File: config.mk
export PLATFORM = sky130hd
export DESIGN_NAME = sram_axi_master
export DESIGN_NICKNAME = d
export VERILOG_FILES = /design/src/rtl/sram_axi_master_pkg.sv /design/src/rtl/sram_axi_master.sv
export SDC_FILE = /design/constraint.sdc
export NUM_CORES = 1
export LEC_CHECK = 0
export CORE_AREA = 3 3 149 151
export CTS_BUF_LIST = sky130_fd_sc_hd__clkbuf_4
export DETAILED_ROUTE_END_ITERATION = 10
export DIE_AREA = 0 0 152 154
export MAX_ROUTING_LAYER = met4
export PLACE_DENSITY = 0.68
export SLEW_MARGIN = 10
export SYNTH_ARGS = -nofsm -noshare
export SYNTH_HDL_FRONTEND = slang
export SYNTH_SLANG_ARGS = --single-unit
File: constraint.sdc
create_clock -name aclk -period 4 [get_ports aclk]
set_input_delay 0.4 -clock aclk [delete_from_list [all_inputs] [get_ports aclk]]
set_output_delay 0.4 -clock aclk [all_outputs]
set_load 0.005 [all_outputs]
File: src/rtl/sram_axi_master_pkg.sv
// Shared AXI3 field widths, fixed field values and FSM state encodings for
// the SRAM-to-AXI initiator bridge.
package sram_axi_master_pkg;

    localparam int ID_W    = 4;
    localparam int ADDR_W  = 32;
    localparam int DATA_W  = 32;
    localparam int STRB_W  = 4;
    localparam int LEN_W   = 4;
    localparam int SIZE_W  = 3;
    localparam int BURST_W = 2;
    localparam int LOCK_W  = 2;
    localparam int CACHE_W = 4;
    localparam int PROT_W  = 3;
    localparam int RESP_W  = 2;

    localparam logic [BURST_W-1:0] AXI_BURST_INCR = 2'b01;

    localparam logic [2:0] S_IDLE = 3'd0;
    localparam logic [2:0] S_AR   = 3'd1;
    localparam logic [2:0] S_R    = 3'd2;
    localparam logic [2:0] S_WR   = 3'd3;
    localparam logic [2:0] S_B    = 3'd4;
    localparam logic [2:0] S_RESP = 3'd5;

    // SRAM size code (0=byte, 1=half, 2=word) maps directly onto AxSIZE.
    function automatic logic [SIZE_W-1:0] axi_size(input logic [1:0] size);
        return {1'b0, size};
    endfunction

endpackage

File: src/rtl/sram_axi_master.sv
// SRAM-style instruction/data request ports to single-beat AXI3 transactions,
// one outstanding at a time, data port ahead of instruction port.
module sram_axi_master
    import sram_axi_master_pkg::*;
#(
    parameter logic [ID_W-1:0] INST_ID = 4'd0,
    parameter logic [ID_W-1:0] DATA_ID = 4'd1
) (
    input  logic                aclk,
    input  logic                aresetn,

    input  logic                inst_req,
    input  logic [ADDR_W-1:0]   inst_addr,
    output logic                inst_addr_ok,
    output logic                inst_data_ok,
    output logic [DATA_W-1:0]   inst_rdata,

    input  logic                data_req,
    input  logic                data_wr,
    input  logic [1:0]          data_size,
    input  logic [ADDR_W-1:0]   data_addr,
    input  logic [STRB_W-1:0]   data_wstrb,
    input  logic [DATA_W-1:0]   data_wdata,
    output logic                data_addr_ok,
    output logic                data_data_ok,
    output logic [DATA_W-1:0]   data_rdata,

    output logic [ID_W-1:0]     arid,
    output logic [ADDR_W-1:0]   araddr,
    output logic [LEN_W-1:0]    arlen,
    output logic [SIZE_W-1:0]   arsize,
    output logic [BURST_W-1:0]  arburst,
    output logic [LOCK_W-1:0]   arlock,
    output logic [CACHE_W-1:0]  arcache,
    output logic [PROT_W-1:0]   arprot,
    output logic                arvalid,
    input  logic                arready,

    input  logic [ID_W-1:0]     rid,
    input  logic [DATA_W-1:0]   rdata,
    input  logic [RESP_W-1:0]   rresp,
    input  logic                rlast,
    input  logic                rvalid,
    output logic                rready,

    output logic [ID_W-1:0]     awid,
    output logic [ADDR_W-1:0]   awaddr,
    output logic [LEN_W-1:0]    awlen,
    output logic [SIZE_W-1:0]   awsize,
    output logic [BURST_W-1:0]  awburst,
    output logic [LOCK_W-1:0]   awlock,
    output logic [CACHE_W-1:0]  awcache,
    output logic [PROT_W-1:0]   awprot,
    output logic                awvalid,
    input  logic                awready,

    output logic [ID_W-1:0]     wid,
    output logic [DATA_W-1:0]   wdata,
    output logic [STRB_W-1:0]   wstrb,
    output logic                wlast,
    output logic                wvalid,
    input  logic                wready,

    input  logic [ID_W-1:0]     bid,
    input  logic [RESP_W-1:0]   bresp,
    input  logic                bvalid,
    output logic                bready,

    output logic [2:0]          dbg_state
);

    // Handshakes: a beat transfers on a rising clock edge where both valid
    // and ready are high; valid and payload stay stable until that edge.

    logic [2:0]         state;
    logic [ID_W-1:0]    id_q;
    logic [ADDR_W-1:0]  addr_q;
    logic [1:0]         size_q;
    logic [STRB_W-1:0]  wstrb_q;
    logic [DATA_W-1:0]  wdata_q;
    logic               aw_done;
    logic               w_done;
    logic               unused_inputs;

    assign unused_inputs = ^{rid, rresp, bid, bresp};

    // Request acceptance is gated by reset so nothing is acknowledged while held.
    assign data_addr_ok = aresetn && (state == S_IDLE) && data_req;
    assign inst_addr_ok = aresetn && (state == S_IDLE) && !data_req && inst_req;

    assign arvalid = (state == S_AR);
    assign rready  = (state == S_R);
    assign awvalid = (state == S_WR) && !aw_done;
    assign wvalid  = (state == S_WR) && !w_done;
    assign bready  = (state == S_B);

    assign inst_data_ok = (state == S_RESP) && (id_q == INST_ID);
    assign data_data_ok = (state == S_RESP) && (id_q == DATA_ID);

    assign arid    = id_q;
    assign araddr  = addr_q;
    assign arlen   = '0;
    assign arsize  = axi_size(size_q);
    assign arburst = AXI_BURST_INCR;
    assign arlock  = '0;
    assign arcache = '0;
    assign arprot  = '0;

    assign awid    = id_q;
    assign awaddr  = addr_q;
    assign awlen   = '0;
    assign awsize  = axi_size(size_q);
    assign awburst = AXI_BURST_INCR;
    assign awlock  = '0;
    assign awcache = '0;
    assign awprot  = '0;

    assign wid     = id_q;
    assign wdata   = wdata_q;
    assign wstrb   = wstrb_q;
    assign wlast   = 1'b1;

    assign dbg_state = state;

    always_ff @(posedge aclk or negedge aresetn) begin
        if (!aresetn) begin
            state      <= S_IDLE;
            id_q       <= '0;
            addr_q     <= '0;
            size_q     <= '0;
            wstrb_q    <= '0;
            wdata_q    <= '0;
            aw_done    <= 1'b0;
            w_done     <= 1'b0;
            inst_rdata <= '0;
            data_rdata <= '0;
        end else begin
            case (state)
                S_IDLE: begin
                    if (data_req) begin
                        id_q    <= DATA_ID;
                        addr_q  <= data_addr;
                        size_q  <= data_size;
                        wstrb_q <= data_wstrb;
                        wdata_q <= data_wdata;
                        aw_done <= 1'b0;
                        w_done  <= 1'b0;
                        state   <= data_wr ? S_WR : S_AR;
                    end else if (inst_req) begin
                        id_q   <= INST_ID;
                        addr_q <= inst_addr;
                        size_q <= 2'd2;
                        state  <= S_AR;
                    end
                end
                S_AR: begin
                    if (arready) state <= S_R;
                end
                S_R: begin
                    if (rvalid && rlast) begin
                        if (id_q == INST_ID) inst_rdata <= rdata;
                        else                 data_rdata <= rdata;
                        state <= S_RESP;
                    end
                end
                S_WR: begin
                    // AW and W complete independently; both may land in one cycle.
                    if (awvalid && awready) aw_done <= 1'b1;
                    if (wvalid && wready)   w_done  <= 1'b1;
                    if ((aw_done || awready) && (w_done || wready)) state <= S_B;
                end
                S_B: begin
                    if (bvalid) state <= S_RESP;
                end
                S_RESP: begin
                    state <= S_IDLE;
                end
                default: begin
                    state <= S_IDLE;
                end
            endcase
        end
    end

endmodule
== Word level (Yosys, flattened, before mapping) ==
Cells that the tools add are included.

* Eq/ne operators: 14
* Muxes and demuxes: 19
* Bitwise operators: 1
* Reduce and logical (&&, ||, !) cells: 28

{| class="wikitable"
|+ Operators by type and width
! cell !! count
|-
| 2-to-1 mux 32 bit || 2
|-
| 2-to-1 mux 3 bit || 6
|-
| one-hot mux 3 bit (5 select lines) || 1
|-
| logical AND 1 bit || 12
|-
| AND reduction 3 bit || 4
|-
| inequality test 2 x 1 -> 1 bit, second input constant || 5
|-
| 2-to-1 mux 4 bit || 2
|-
| equality test 3 x 2 -> 1 bit, second input constant || 2
|-
| equality test 3 bit, second input constant || 2
|-
| 2-to-1 mux 2 bit || 3
|-
| AND reduction 5 bit || 1
|-
| equality test 4 x 1 -> 1 bit, second input constant || 1
|-
| logical NOT 4 bit || 1
|-
| inequality test 2 bit, second input constant || 2
|-
| one-hot mux 1 bit (2 select lines) || 2
|-
| AND reduction 2 bit || 2
|-
| nonzero test 2 bit || 2
|-
| equality test 3 x 1 -> 1 bit, second input constant || 1
|-
| logical NOT 1 bit || 3
|-
| logical NOT 3 bit || 1
|-
| 2-to-1 mux 1 bit || 3
|-
| inequality test 3 bit, second input constant || 1
|-
| logical OR 1 bit || 2
|-
| inverter 1 bit || 1
|}

* Bits in registers: 143
* Output and inout bits: 225

== Longest topological paths before layout ==
Gate-level depths: netlist of the first run.

* Word-level depth: 5
* Depth in mapped cells: 5
* Depth with buffers taken out: 3

== Least setup slack after synthesis of the first run ==
No wires, ideal clock.

* Path type: in2reg
* From: input data_req
* To: register addr_q[10] (netlist: araddr[10])
* Arrival: 1.570 ns
* Required time: 3.872 ns
* Slack: 2.302 ns
* Stages on the path: 4
* Path buffers: 2
* Path through: buf_2 > buf_1 > mux2_2 > mux2_1

* Word-level cells in the longest chain between the ends: 2
* Elaborated cells on any way between the ends: 3

{| class="wikitable"
|+ Ends and longest elaborated chain
! what !! RTL line !! RTL
|-
| start: declaration || sram_axi_master.sv:18 || <nowiki>input logic data_req,</nowiki>
|-
| nonzero test 2 bit (no source line) || n/a ||
|-
| AND reduction 2 bit (no source line) || n/a ||
|-
| end signal: assignment || sram_axi_master.sv:142 || <nowiki>addr_q <= data_addr;</nowiki>
|-
| end signal: assignment || sram_axi_master.sv:151 || <nowiki>addr_q <= inst_addr;</nowiki>
|-
| end: declaration || sram_axi_master.sv:77 || <nowiki>logic [ADDR_W-1:0] addr_q;</nowiki>
|}

Several ways; a longest one is shown, not always the timed one.
A chain may end at the register's enable or synchronous reset.

== Worst setup path after layout of the first run ==
* From: register state[0] (netlist: dbg_state[0])
* To: output inst_addr_ok

* Word-level cells in the longest chain between the ends: 4

{| class="wikitable"
|+ Ends and longest elaborated chain
! what !! RTL line !! RTL
|-
| start: declaration || sram_axi_master.sv:75 || <nowiki>logic [2:0] state;</nowiki>
|-
| start signal: assignment || sram_axi_master.sv:148 || <nowiki>state <= data_wr ? S_WR : S_AR;</nowiki>
|-
| logical NOT 3 bit || sram_axi_master.sv:89 || <nowiki>assign inst_addr_ok = aresetn && (state == S_IDLE) && !data_req && inst_req;</nowiki>
|-
| logical AND 1 bit (3 in a row) || sram_axi_master.sv:89 ||
|-
| end: declaration || sram_axi_master.sv:14 || <nowiki>output logic inst_addr_ok,</nowiki>
|}

No other way between the ends.

==> flow_summary.ini, run 1 <==
[power_and_ir_drop]
leakage_nw = 4.232
p_per_area_mw_per_mm2 = 691.7
total_power_w = 0.006834
peakVddDrop_mv = 0.3416

[die]
io_pins = 382
fp.dieW_um = 152
die_h_um = 154
rows = 53
core_area_mm2 = 0.02096
initial_utilization_pct = 31.05
die-area_mm2 = 0.02341

[grt]
grt_pass1_wl_um = 27280
grt.total_usage_pct = 15.28
grtUsageMet1_pct = 18.38
grt_max_degree = 74
antenna_found_initial = 0
grt_pass1_vias = 4687
met3_usage_pct = 4.306
overflow = 0
grtUsageMet2_pct = 25.49
busiest_layer = met2

[clock_network]
path_clk_slew_ns = 0.14
cts_root_buf = clkbuf_4
cts_buffer_depth = 2
cts_sinks = 140
postCtsSetupBuffers = 0
numCtsBuffers = 17
insertion_delay_ns = 0.53
h-tree-depth = 4
tritoncts = built

[sta]
fin_ws_ns = 1.341
max_slew_margin_pct = 34.38
drv_slew = 0
fin_worst_skew_ns = 0.02578
finalCriticalPeriod_ns = 2.659
setup_violations = 0
worst-slew-pin-transition_ns = 0.9843
period_share_pct = 66.47
rsz0062_at_grt = false
finalSetupTns_ns = 0
fmax_mhz = 376.1
finalHoldViolCount = 0

[job]
cap_violations = 0

[synth]
synth_cell_types = 36
yosys_warnings = 0
async_flop_share_pct = 100.0
synthCells = 451
synth.avg_cell_area_um2 = 14.43
synth_edf_count = 0
synth_area_mm2 = 0.006507
ys_seq_area_share_pct = 53.84
synth_ff_type = dfrtp_1
ys_seq_elements = 140

[placed_design]
dp_slack_ns = 1.574
port_buffers = 327
dp_hpwl_um = 13250
place.gp.congestion = 0.7828
dpl_cell_area_mm2 = 0.009593

[cells_and_area]
area_growth_pct = 51.84
drive_gt1_share_pct = 17.35
nNetsFinal = 900
design_area_mm2 = 0.009881
num-fill-cells = 1950
diodes = 0

[worst_setup_path]
critical_path_class = flip-flop to output pin
r2r_cells = 3
arrival_ns = 2.26
required_ns = 3.60
cpPeakStageDelay_ns = 0.62
critical_path_peak_fanout = 17
cp-end-kind = output pin
crit_chain = nor3_2 > and4b_1 > clkdlybuf4s50_1
slowest_stage = dfrtp_1
critPathLaunchType = flip-flop

[run_status]
status = finished, final reports clean

[drt]
wl_per_cell_um = 17.19
ant_nets = 0
drt_wl_total_um = 17700
drc = 0
vias_per_cell = 4.296
drtPass1Iterations = 4
num_vias = 4425
first_iter_violations = 125

[min_path]
hp-class = input pin to async pin
## through the flow
step                      cells  util, %  hold slack (ns)
after floorplan             491        -           0.1044
after global placement      998    45.78           0.2674
after detailed placement    998    45.78           0.2704
after CTS                  1030    47.15           0.1972
after global routing       1030    47.15           0.2074
final                      1030    47.15           0.2647
## final cells by class
class                      instances  area, µm²  area share [%]
clock buffer                      18      135.1           1.368
clock inverter                    13      142.6           1.444
inverter                           2      7.507         0.07598
multi-input combinational        249       2431           24.60
sequential                       140       3503           35.46
tap                              275      344.1           3.482
timing repair buffer             333       3317           33.57
## critical path, delay by kind of cell, from the launching register on
kind                   cells  cell delay (ns)
DFF                        1             0.62
buffers and inverters      1             0.54
and+or+nand+nor            2             0.59
## state kept, by name, indices dropped and copies added (netlist names)
| signal | flops |
|---|---|
| aw_done | 1 |
| w_done | 1 |
| araddr | 32 |
| dbg_state | 3 |
| wdata | 32 |
| inst_rdata | 32 |
| arid | 1 |
| size_q | 2 |
| data_rdata | 32 |
| wstrb | 4 |
## path summary, 6_finish.rpt
path                                           from                          to  slack, ns
min in group aclk                          data_req    dbg_state[1]$_DFFE_PN0P_       0.34
hold / removal                              aresetn  data_rdata[23]$_DFFE_PN0P_       0.26
setup / recovery           dbg_state[0]$_DFFE_PN0P_                inst_addr_ok       1.34
max in group asynchronous                   aresetn      araddr[31]$_DFFE_PN0P_       2.47
setup reg to reg           dbg_state[0]$_DFFE_PN0P_       wdata[31]$_DFFE_PN0P_       1.64
hold reg to reg                wdata[1]$_DFFE_PN0P_        wdata[1]$_DFFE_PN0P_       0.50
## cells in the final DEF (no fill, tap or decap), types with 3 or more instances in the layout
cell,instances
a21oi_1,3
buf_4,5
clkbuf_4,18
clkdlybuf4s50_1,325
conb_1,42
dfrtp_1,140
inv_6,3
mux2_1,75
mux2_2,60
mux2_4,30
nand2_1,4
nand3b_1,3
nor2_1,6
## power breakdown
| part | internal [W] | switching (W) |
|---|---|---|
| Clock | 0.000381 | 0.000552 |
| Sequential | 0.00212 | 0.000496 |
| Combinational | 0.00231 | 0.000981 |
## cells in the mapped netlist (all sizes together) (2+ instances only)
| master | n | share of area, % |
|---|---|---|
| a21oi | 3 | 0.23 |
| a31oi | 2 | 0.19 |
| and3 | 2 | 0.19 |
| buf | 97 | 11 |
| clkbuf | 3 | 0.17 |
| conb | 2 | 0.12 |
| dfrtp | 140 | 54 |
| inv | 2 | 0.12 |
| mux2 | 165 | 30 |
| nand2 | 4 | 0.23 |
| nand2b | 2 | 0.19 |
| nand3b | 3 | 0.35 |
| nor2 | 6 | 0.35 |
| nor3 | 2 | 0.23 |
| nor3b | 2 | 0.40 |
| o21a | 2 | 0.23 |
| o22ai | 2 | 0.19 |
## cells by family after synthesis
kind of cell | after synthesis | share of synthesized area, %
and+or+nand+nor | 27 | 2.942
muxes | 165 | 30.28
AOI/OAI and AO/OA | 15 | 1.557
other | 2 | 0.1154
buffers and inverters | 102 | 11.27
DFF | 140 | 53.84
## routing by layer
metal	up-vias	part of all wire, %
met5	-	0
met4	0	1.6
met3	17	5.3
met2	185	51
met1	2193	42
li1	2030	-
## what timing repair did
| item | CTS | global route |
|---|---|---|
| endpoints found under the hold margin | 20 | 0 |
| hold buffers | 1 | 0 |
| gates resized for setup | 0 | 0 |
No activity file was read; power rests on OpenSTA's default activity.
==> run 2, diff against run 1 <==
Settings changed: PLACE_DENSITY 0.68 to 0.7.
Clock period 4 ns to 2.15 ns, I/O delays scaled along.
==> flow_summary.ini, run 2 (synthesis gave the netlist of run 1 again) <==
[run_status]
status = finished, final reports clean

[cells_and_area]
layout_common_cells = clkdlybuf4s50_1 (316), dfrtp_1 (136), mux2_1 (75), mux2_2 (60), conb_1 (42)
layout_commonest_cell = clkdlybuf4s50_1
area_growth_pct = 55.78
drive_gt1_share_pct = 20.18
nNetsFinal = 917
num-fill-cells = 1893

[clock_network]
path_clk_slew_ns = 0.14
cts_root_buf = clkbuf_4
cts_buffer_depth = 2
cts_sinks = 140
tritoncts = built
numCtsBuffers = 17
h-tree-depth = 4
insertion_delay_ns = 0.53

[min_path]
hp-class = input pin to async pin

[sta]
fin_ws_ns = 0.1643
drv_slew = 0
finalCriticalPeriod_ns = 1.986
fin_worst_skew_ns = 0.02489
rsz0062_at_grt = false
fmax_mhz = 503.6
worst-slew-pin-transition_ns = 0.8141
finalHoldViolCount = 0
period_share_pct = 92.36
setup_violations = 0
max_slew_margin_pct = 45.73
hold_slack_ns = 0.05969
finalSetupTns_ns = 0

[grt]
overflow = 0
grt.total_usage_pct = 15.36
grt_max_degree = 140
grt_pass1_vias = 4677
antenna_found_initial = 2
grt_pass1_wl_um = 27560

[power_and_ir_drop]
pwr-share-seq_pct = 36.0
internal-power_w = 0.009313
total_power_w = 0.01327
switching_share_pct = 29.84
clock_power_share_pct = 14.5
peakVddDrop_mv = 0.5819
p_per_area_mw_per_mm2 = 1309
p_switching_w = 0.003960
leakage_nw = 4.380
power_frac_comb_pct = 49.5

[worst_setup_path]
crit_top_cell = buf_4
required_ns = 1.93
cpPeakStageDelay_ns = 0.45
critical_path_class = flip-flop to output pin
slowest_stage = dfrtp_2
r2r-start = dbg_state[0]$_DFFE_PN0P_
critPathLaunchType = flip-flop
r2r_slack_ns = 0.32
r2r-end = wdata[6]$_DFFE_PN0P_
arrival_ns = 1.77
r2r_cells = 6
critical_path_peak_fanout = 4
cp-end-kind = output pin
crit_chain = buf_4 > buf_4 > nor3b_4 > clkdlybuf4s15_1

[placed_design]
place.gp.congestion = 0.8098
dp_slack_ns = 0.2813
port_buffers = 327
dp_hpwl_um = 13140

[job]
cap_violations = 0

[die]
die_h_um = 154
initial_utilization_pct = 31.05
fp.dieW_um = 152
die-area_mm2 = 0.02341
io_pins = 382
core_area_mm2 = 0.02096
rows = 53

[drt]
first_iter_violations = 180
drt_wl_total_um = 18010
drc = 0
vias_per_cell = 4.266
drtPass1Iterations = 3
ant_nets = 0
wl_per_cell_um = 17.15
num_vias = 4479
-- run 2: changes by cell type in the layout (fill, tap and decap cells not counted), sizes merged, moves of 2 or more --
cell	before	now
buf	7	25
dlygate4sd2	0	5
clkdlybuf4s50	325	316
clkdlybuf4s15	0	3
clkinv	5	3
diode	0	2
-- run 2: per-stage QoR --
step                      instance area (µm²)  util (%)  instances
after floorplan                          6658         -        491
after global placement                   9706     46.32       1003
after detailed placement                 9706     46.32       1003
after CTS                               10110     48.27       1046
after global routing                    10140     48.38       1050
final                                   10140     48.38       1050
-- run 2: layout make-up --
class	count	area [µm²]	area share, %
timing repair buffer	350	3512	34.65
sequential	140	3508	34.61
multi-input combinational	249	2440	24.07
tap	275	344.1	3.394
clock inverter	14	185.2	1.827
clock buffer	18	135.1	1.333
inverter	2	7.507	0.07406
antenna	2	5.005	0.04937
-- run 2: worst max-delay path, delay by kind of cell, from the launching register on --
family | cells | cell delay (ns)
flip-flops | 1 | 0.45
AND/OR/NAND/NOR | 1 | 0.24
buffers and inverters | 3 | 0.56
-- run 2: power by group through the flow --
stage | combinational (W) | clock (W) | sequential (W)
after global placement | 0.00635 | 0 | 0.00487
after detailed placement | 0.00641 | 0 | 0.00489
final | 0.00656 | 0.00193 | 0.00478
after CTS | 0.00663 | 0.00204 | 0.00481
after floorplan | 0.00259 | 0 | 0.00482
after global routing | 0.00699 | 0.00214 | 0.00495
-- run 2: repair_timing --
| item | CTS | global route |
|---|---|---|
| resized for setup | 20 | 2 |
| buffers inserted | 10 | 2 |
| endpoints found under the hold margin | 140 | 0 |
| pin swaps | 1 | 2 |
| hold buffers | 1 | 0 |
| endpoints found under the setup margin | 10 | 4 |
| cloned | 0 | 0 |
-- run 2: worst max path at each step --
stage,startpoint,to,slack (ns)
2_1_floorplan,dbg_state[2]$_DFFE_PN0P_,inst_rdata[14]$_DFFE_PN0P_,0.50
3_3_place_gp,dbg_state[0]$_DFFE_PN0P_,inst_addr_ok,0.29
3_5_place_dp,rvalid,inst_rdata[23]$_DFFE_PN0P_,0.28
4_1_cts,dbg_state[0]$_DFFE_PN0P_,wvalid,-0.002
5_1_grt,dbg_state[2]$_DFFE_PN0P_,rready,0.01
6_report,dbg_state[2]$_DFFE_PN0P_,rready,0.16
-- run 2: routing by layer --
metal | part of all wire [%] | vias up | track usage, %
li1 | - | 2069 | -
met1 | 41 | 2222 | 18.23
met2 | 53 | 178 | 26.21
met3 | 4.7 | 10 | 3.659
met4 | 1.2 | 0 | 4.324
met5 | 0 | - | -
==> run 3, diff against run 2 <==
Settings changed: HOLD_SLACK_MARGIN set to 0.15.
==> flow_summary.ini, run 3 (synthesis gave the netlist of run 1 again) <==
[worst_setup_path]
cp-end-kind = output pin
cpPeakStageDelay_ns = 0.45
r2r-end = wdata[6]$_DFFE_PN0P_
required_ns = 1.93
critPathLaunchType = flip-flop
arrival_ns = 1.77
r2r_slack_ns = 0.32
critical-path-top-delay-family = buffers and inverters
path_buf_inv = 3
crit_path_end = rready
cp.depth = 4
cp-startpoint = dbg_state[2]$_DFFE_PN0P_
crit_top_cell = buf_4
slowest_stage = dfrtp_2
critical_path_peak_fanout = 4
r2r-start = dbg_state[0]$_DFFE_PN0P_
crit_chain = buf_4 > buf_4 > nor3b_4 > clkdlybuf4s15_1
r2r_cells = 6
critical_path_class = flip-flop to output pin

[die]
io_pins = 382
core_area_mm2 = 0.02096
rows = 53
fp.dieW_um = 152
die_h_um = 154
initial_utilization_pct = 31.05
die-area_mm2 = 0.02341

[placed_design]
dp_hpwl_um = 13140
port_buffers = 327
place.gp.congestion = 0.8098

[cells_and_area]
final-seq-area_mm2 = 0.003508
layout_common_cells = clkdlybuf4s50_1 (316), dfrtp_1 (136), mux2_1 (75), mux2_2 (60), conb_1 (42)
drive_gt1_share_pct = 20.13
multi_input_area_mm2 = 0.002440
layout_commonest_cell = clkdlybuf4s50_1
nNetsFinal = 919
fin_util_pct = 48.47
area_growth_pct = 56.08
num-fill-cells = 1893

[sta]
fmax_mhz = 504.3
fin_worst_skew_ns = 0.02536
drv_slew = 0
finalHoldViolCount = 0
rsz0062_at_grt = false
period_share_pct = 92.23
finalCriticalPeriod_ns = 1.983
setup_violations = 0
hold_slack_ns = 0.2298
worst-slew-pin-transition_ns = 0.8162
max_slew_margin_pct = 45.59

[clock_network]
path_clk_slew_ns = 0.14
h-tree-depth = 4
numCtsBuffers = 17
cts_buffer_depth = 2
insertion_delay_ns = 0.53
cts_root_buf = clkbuf_4
cts_sinks = 140
tritoncts = built

[grt]
antenna_found_initial = 2
grt_pass1_wl_um = 27620
grt_max_degree = 140
grt_pass1_vias = 4692
overflow = 0
grt.total_usage_pct = 15.38

[power_and_ir_drop]
leakage_nw = 4.389
clock_power_share_pct = 14.5
pwr-share-seq_pct = 36.0
p_per_area_mw_per_mm2 = 1307
internal-power_w = 0.009315
switching_share_pct = 29.83
power_frac_comb_pct = 49.5
peakVddDrop_mv = 0.5822
p_switching_w = 0.003960

[drt]
vias_per_cell = 4.241
drc = 0
first_iter_violations = 184
drt_wl_total_um = 18020
ant_nets = 0
drtPass1Iterations = 4
wl_per_cell_um = 17.13
num_vias = 4462

[job]
cap_violations = 0

[run_status]
status = finished, final reports clean

[min_path]
hp-class = input pin to flip-flop
[run 3: cell count changes in the layout (fill, tap and decap cells not counted)]
cell | before | now
dlygate4sd3_1 | 1 | 3
[run 3: what timing repair did]
item                                   CTS  global route
hold buffers                             3             0
setup endpoints to repair               10             4
pin swaps                                1             2
buffers inserted                        10             2
gates resized for setup                 20             2
endpoints found under the hold margin  141             0
[run 3: worst min path at each step]
stage	from	endpoint	slack [ns]	cells past startpoint
4_1_cts	data_size[1]	size_q[1]$_DFFE_PN0P_	0.15	3
6_report	data_size[1]	size_q[1]$_DFFE_PN0P_	0.23	3
2_1_floorplan	aresetn	araddr[0]$_DFFE_PN0P_	-0.08	0
3_3_place_gp	aresetn	arid[0]$_DFFE_PN0P_	0.002	1
3_5_place_dp	aresetn	arid[0]$_DFFE_PN0P_	0.002	1
5_1_grt	data_size[1]	size_q[1]$_DFFE_PN0P_	0.17	3
[run 3: stage by stage]
step | area (µm²) | total power [W] | setup slack, ns | std cells | TNS [ns]
finish | 10160 | 0.01328 | 0.1671 | 1052 | 0
global route | 10160 | 0.01409 | 0.01422 | 1052 | 0
CTS | 10130 | 0.01348 | -0.002308 | 1048 | -0.002308
detailed placement | 9706 | 0.01130 | 0.2813 | 1003 | 0
global placement | 9706 | 0.01121 | 0.2940 | 1003 | 0
floorplan | 6658 | 0.007411 | 0.4980 | 491 | 0
[run 3: power by group through the flow]
stage / sequential, W / clock [W] / combinational [W]
after floorplan: 0.00482 / 0 / 0.00259
after global placement: 0.00487 / 0 / 0.00635
after detailed placement: 0.00489 / 0 / 0.00641
after CTS: 0.00481 / 0.00204 / 0.00663
after global routing: 0.00495 / 0.00214 / 0.00699
final: 0.00478 / 0.00193 / 0.00657
[run 3: metal layers]
metal  track usage [%]  vias up  part of all wire, %
li1                  -     2072                    -
met2             26.23      176                   53
met3             3.659       10                  4.7
met4             4.324        0                  1.2
met5                 -        -                    0
met1             18.29     2204                   41
[run 3: worst min-delay path, cell delays in order]
cell	delay (ns)
clkdlybuf4s50_1	0.40
inv_1	0.05
a2bb2oi_1	0.05
[run 3: layout make-up]
cell class	instances	share of cell area, %
diodes	2	0.04927
clock buffers	18	1.330
clock inverters	14	1.823
inverters	2	0.07391
multi-input cells	249	24.02
flip-flops and latches	140	34.54
well taps	275	3.388
repair buffers	352	34.77
